$ cat src/rtl/vector_alu.sv
// Multi-cycle element-wise vector ALU: captures two 16x16-bit source vectors,
// computes LANES elements per cycle, and writes the 256-bit result in one cycle.

module vector_alu_lane (
  input  logic [2:0]  op,
  input  logic [15:0] a,
  input  logic [15:0] b,
  output logic [15:0] y
);
  always_comb begin
    y = '0;
    case (op)
      3'd0:    y = a + b;
      3'd1:    y = a - b;
      3'd2:    y = a * b;  // 16-bit context keeps only product bits [15:0]
      3'd3:    y = a & b;
      3'd4:    y = a | b;
      3'd5:    y = a ^ b;
      3'd6:    y = ($signed(a) < $signed(b)) ? a : b;
      default: y = ($signed(a) > $signed(b)) ? a : b;
    endcase
  end
endmodule

module vector_alu #(
  parameter int LANES = 4
) (
  input  logic         clk,
  input  logic         rst_n,
  input  logic         start,
  input  logic [2:0]   op,
  input  logic [3:0]   src0,
  input  logic [3:0]   src1,
  input  logic [3:0]   dst,
  output logic         busy,
  output logic         done,
  output logic [3:0]   rAddr0,
  output logic [3:0]   rAddr1,
  input  logic [255:0] rData0,
  input  logic [255:0] rData1,
  input  logic [3:0]   rLen0,
  input  logic [3:0]   rLen1,
  output logic         wEn,
  output logic [3:0]   wAddr,
  output logic [3:0]   wLen,
  output logic [255:0] wData
);
  localparam int NE = 16;
  localparam int EW = 16;

  typedef enum logic [1:0] {IDLE, EXEC, WRITE} state_e;

  state_e                    state_q;
  logic [2:0]                op_q;
  logic [3:0]                src0_q, src1_q, dst_q;
  logic [NE-1:0][EW-1:0]     a_q, b_q, res_q;
  logic [4:0]                cnt_q, idx_q;
  logic                      busy_q, done_q;

  logic [4:0]                n0, n1, cnt_new;
  logic [LANES-1:0][EW-1:0]  lane_y;
  logic [LANES-1:0][3:0]     lane_e;

  // Stored length 0 encodes 16 elements; the extra top bit makes that 5'd16.
  assign n0      = {(rLen0 == 4'd0), rLen0};
  assign n1      = {(rLen1 == 4'd0), rLen1};
  assign cnt_new = (n0 < n1) ? n0 : n1;

  for (genvar l = 0; l < LANES; l++) begin : g_lane
    assign lane_e[l] = idx_q[3:0] + 4'(l);
    vector_alu_lane u_lane (
      .op (op_q),
      .a  (a_q[lane_e[l]]),
      .b  (b_q[lane_e[l]]),
      .y  (lane_y[l])
    );
  end

  always_ff @(posedge clk or negedge rst_n) begin
    if (!rst_n) begin
      state_q <= IDLE;
      op_q    <= '0;
      src0_q  <= '0;
      src1_q  <= '0;
      dst_q   <= '0;
      a_q     <= '0;
      b_q     <= '0;
      res_q   <= '0;
      cnt_q   <= '0;
      idx_q   <= '0;
      busy_q  <= 1'b0;
      done_q  <= 1'b0;
    end else begin
      done_q <= 1'b0;
      case (state_q)
        IDLE: if (start) begin
          op_q    <= op;
          src0_q  <= src0;
          src1_q  <= src1;
          dst_q   <= dst;
          a_q     <= rData0;
          b_q     <= rData1;
          cnt_q   <= cnt_new;
          idx_q   <= '0;
          res_q   <= '0;
          busy_q  <= 1'b1;
          state_q <= EXEC;
        end
        EXEC: begin
          for (int l = 0; l < LANES; l++)
            res_q[lane_e[l]] <= ({1'b0, lane_e[l]} < cnt_q) ? lane_y[l] : '0;
          idx_q <= idx_q + 5'(LANES);
          if (idx_q + 5'(LANES) >= cnt_q) begin
            done_q  <= 1'b1;
            state_q <= WRITE;
          end
        end
        WRITE: begin
          busy_q  <= 1'b0;
          state_q <= IDLE;
        end
        default: state_q <= IDLE;
      endcase
    end
  end

  assign rAddr0 = (state_q == IDLE) ? src0 : src0_q;
  assign rAddr1 = (state_q == IDLE) ? src1 : src1_q;
  assign busy   = busy_q;
  assign done   = done_q;
  assign wEn    = done_q;
  assign wAddr  = dst_q;
  assign wLen   = cnt_q[3:0];  // count 16 wraps to the 0 encoding
  assign wData  = res_q;
endmodule

$ cat config.mk
export PLATFORM = sky130hd
export DESIGN_NAME = vector_alu
export DESIGN_NICKNAME = d
export VERILOG_FILES = /design/src/rtl/vector_alu.sv
export SDC_FILE = /design/constraint.sdc
export NUM_CORES = 2
export LEC_CHECK = 0
export CAP_MARGIN = 15
export CORE_MARGIN = 10
export CORE_UTILIZATION = 51
export CTS_CLUSTER_DIAMETER = 100
export CTS_CLUSTER_SIZE = 14
export DETAILED_ROUTE_END_ITERATION = 8
export PLACE_DENSITY_LB_ADDON = 0.2
export SLEW_MARGIN = 20
export SYNTH_ARGS = -nofsm -noshare
export SYNTH_HDL_FRONTEND = slang
export SYNTH_HIERARCHICAL = 1
export SYNTH_SLANG_ARGS = --single-unit
$ cat constraint.sdc
create_clock -name clk -period 7.3 [get_ports clk]
set_input_delay 0.73 -clock clk [delete_from_list [all_inputs] [get_ports clk]]
set_output_delay 0.73 -clock clk [all_outputs]
set_load 0.02 [all_outputs]
==> results.yml <==
clock_tree:
  clock-root-buffer: "clkbuf_16"
  cts_buffer_depth: 3
  cts.sink_count: 795
  cts-buffers-inserted: 67
  htreeDepth: 3
  cts_tree: "built"
  clk_latency_ns: 0.67
  clk_pin_slew_worst_paths_ns: 0.07
cells_and_area:
  utilization_pct: 61.91
  register_area_um2: 19910
  drive_gt1_share_pct: 7.660
  fillers: 10186
  synthToLayoutAreaGrowth_pct: 20.92
  nets: 8808
  fin_area_um2: 72810
  multiInputGateArea_um2: 36110
sta:
  max_slew_margin_pct: 23.53
  finalSetupViolCount: 0
  setup_tns_ns: 0
  clock.fmax_mhz: 141.3
  setup_ws_ns: 0.2252
  period_share_pct: 96.92
  hold_viol_final: 0
  fin_skew_ns: 0.03761
  slew_violations: 0
  rsz0062_at_grt: "false"
  worst_pin_slew_ns: 1.135
  post-route-min-period_ns: 7.075
placement:
  gp_congestion: 0.9997
  dp_hpwl_um: 185100
  portBuffers: 812
  post-place-ws_ns: -0.1047
  placed_cell_area_um2: 70640
global_route:
  grt_pass1_wl_um: 352200
  grt.overflow.total: 0
  grt_pass1_vias: 54337
  track_usage_pct: 35.05
  grt_start_max_net_pins: 206
  antenna_found_initial: 25
worst_setup_path:
  cp_slowest_cell: "mux4_2"
  cp_slowest_stage_delay_ns: 0.59
  reg2reg_slack_ns: 0.23
  cp_top_family: "adder cells"
  critPathKind: "reg2reg"
  r2r_end: "wData[79]$_DFFE_PN0P_"
  r2r-start: "idx_q[2]$_DFFE_PN0P_"
  cp.depth: 21
  cp-start-kind: "register"
  crit_arrival_ns: 7.63
  reg2reg_depth: 21
  crit_required_ns: 7.85
  crit_top_cell: "fa_1"
  crit_buf_inv: 6
  worstPathMaxFanout: 25
  cp_cell_sequence: "buf_12 > buf_4 > mux4_2 > buf_4 > nand2_1 > fa_1 > fa_1 > inv_1 > fa_1 > fa_1 > fa_1 > inv_1 > fa_1 > inv_1 > ha_1 > a21oi_1 > o21ai_1 > a31oi_1 > xnor2_1 > a221o_1 > a32o_1"
  end_kind: "register"
drt:
  drtIter0Drc: 5952
  routed_wl_um: 238000
  vias: 54110
  drt.antenna.violating_nets: 0
  post-route-drc-count: 0
  vias_per_cell: 5.947
  post_drt_wl_per_cell_um: 26.16
  dr.pass1.iters: 6
logic_synthesis:
  seq_area_frac_synth_pct: 33.04
  synth_top_family_by_area: "adder cells"
  synth_area_um2: 60220
  synth_cells: 6765
  syn_nets: 8039
  ys_warn_count: 6
  ys_ff_latch: 795
  yosys.area_share.simple_pct: 17.95
  ys_types: 96
  synthMuxAreaShare_pct: 6.300
  synth_fa_ha_area_share_pct: 19.38
  synth-xor-area-share_pct: 2.876
  ys.flop_type: "dfrtp_1"
  avgSynthCellArea_um2: 8.901
  synth-compound-area-share_pct: 13.22
  async_flop_share_pct: 100.0
  synth-edff-count: 0
die:
  die_y_um: 363.6
  io_pins: 813
  die_area_um2: 132200
  fp.dieW_um: 363.6
  core_um2: 117600
  start_util_pct: 51.20
  rows: 126
run:
  cap_viol_max_count: 0
run_status:
  status: "finished, final reports clean"
hold_path:
  holdCritPathClass: "in2async"
==> sequential cells by signal, indices dropped and copies added (netlist names) <==
signal and cells:
src1_q 4, done 1, busy 1, idx_q 3, state_q 2, wAddr 4
b_q 256, a_q 256, src0_q 4, wData 256, op_q 3, cnt_q 5
==> synthesized netlist by cell type (10+ instances only) <==
cell / number / share of area (%)
a211o_1: 11 / 0.16
a211oi_1: 25 / 0.31
a21o_1: 31 / 0.39
a21oi_1: 218 / 1.8
a221o_1: 13 / 0.22
a221oi_1: 37 / 0.54
a22o_1: 14 / 0.20
a22oi_1: 30 / 0.37
a31oi_1: 31 / 0.32
a32o_1: 240 / 4.0
a32oi_1: 14 / 0.20
and2_1: 17 / 0.18
and3_1: 10 / 0.10
buf_1: 21 / 0.13
buf_2: 116 / 0.96
buf_4: 23 / 0.29
buf_6: 10 / 0.19
clkbuf_1: 218 / 1.4
clkinv_1: 24 / 0.15
dfrtp_1: 795 / 33
fa_1: 328 / 11
ha_1: 408 / 8.5
inv_1: 628 / 3.9
inv_2: 21 / 0.13
mux2i_1: 82 / 1.4
mux4_2: 128 / 4.8
nand2_1: 1999 / 12
nand2b_1: 36 / 0.37
nand3_1: 31 / 0.26
nor2_1: 440 / 2.7
nor2b_1: 23 / 0.24
nor3_1: 68 / 0.57
nor4_1: 10 / 0.10
o211ai_1: 23 / 0.29
o21a_1: 20 / 0.25
o21ai_0: 129 / 1.1
o21bai_1: 24 / 0.30
o221ai_1: 35 / 0.51
o22ai_1: 31 / 0.32
o2bb2ai_1: 21 / 0.31
o31ai_1: 17 / 0.21
or3_1: 32 / 0.33
xnor2_1: 149 / 2.2
xor2_1: 41 / 0.60
==> how the worst max path moves through the flow <==
stage                          from                     end  slack (ns)
5_1_grt        idx_q[2]$_DFFE_PN0P_  wData[253]$_DFFE_PN0P_       0.005
6_report       idx_q[2]$_DFFE_PN0P_   wData[79]$_DFFE_PN0P_        0.23
3_5_place_dp   idx_q[2]$_DFFE_PN0P_   wData[79]$_DFFE_PN0P_       -0.10
2_1_floorplan  idx_q[2]$_DFFE_PN0P_  wData[110]$_DFFE_PN0P_        0.07
4_1_cts        idx_q[3]$_DFFE_PN0P_   wData[79]$_DFFE_PN0P_        0.02
3_3_place_gp   idx_q[2]$_DFFE_PN0P_   wData[77]$_DFFE_PN0P_      -0.002
==> cell families after synthesis <==
family | count (synthesis)
xor+xnor | 193
mux | 218
buf+inv | 1065
fa+ha+maj | 736
flops | 795
compound gates | 1047
simple gates | 2711
==> layer usage <==
metal | GRT usage (%) | vias up | routed length, um
met5 | 0 | - | 82
met4 | 15.19 | 12 | 11630
met3 | 7.189 | 512 | 20520
met2 | 55.76 | 2515 | 109400
met1 | 46.35 | 27086 | 96420
li1 | - | 23985 | -
==> per-stage QoR <==
step                hold WS (ns)  cells
floorplan                 0.4344   6765
global placement          0.4523   8975
detailed placement        0.4572   8975
CTS                      0.06284   9061
global route             0.09013   9096
finish                   0.05643   9098
==> cell usage in the layout, fill, tap and decap left out, types with 34 or more instances in the layout <==
cell type,n
nand2_1,1998
clkdlybuf4s50_1,811
dfrtp_1,790
inv_1,628
nor2_1,435
ha_1,408
fa_1,328
buf_4,263
a32o_1,240
a21oi_1,215
xnor2_1,149
mux4_2,128
o21ai_0,128
mux2i_1,82
clkbuf_16,71
nor3_1,66
xor2_1,41
a221oi_1,37
nand2b_1,36
o221ai_1,34
==> repair_timing <==
item | 4_1_cts | 5_1_grt
buffers inserted | 5 | 20
endpoints found under the setup margin | 19 | 49
hold buffers | 0 | 0
gates cloned | 0 | 1
pin swaps | 0 | 1
hold endpoints to repair | 0 | 0
resized for setup | 1 | 8
==> area by class of cell <==
class                      count  area share [%]
clock buffer                  75           2.432
inverter                     673           3.469
clock inverter                 6          0.1065
antenna                       16         0.05499
tap                         1536           2.639
timing repair buffer        1092           14.35
sequential                   795           27.35
multi-input combinational   4905           49.60
Power is not shown: default switching activity piles up to over one toggle a cycle in this logic, so the estimate is an artifact.
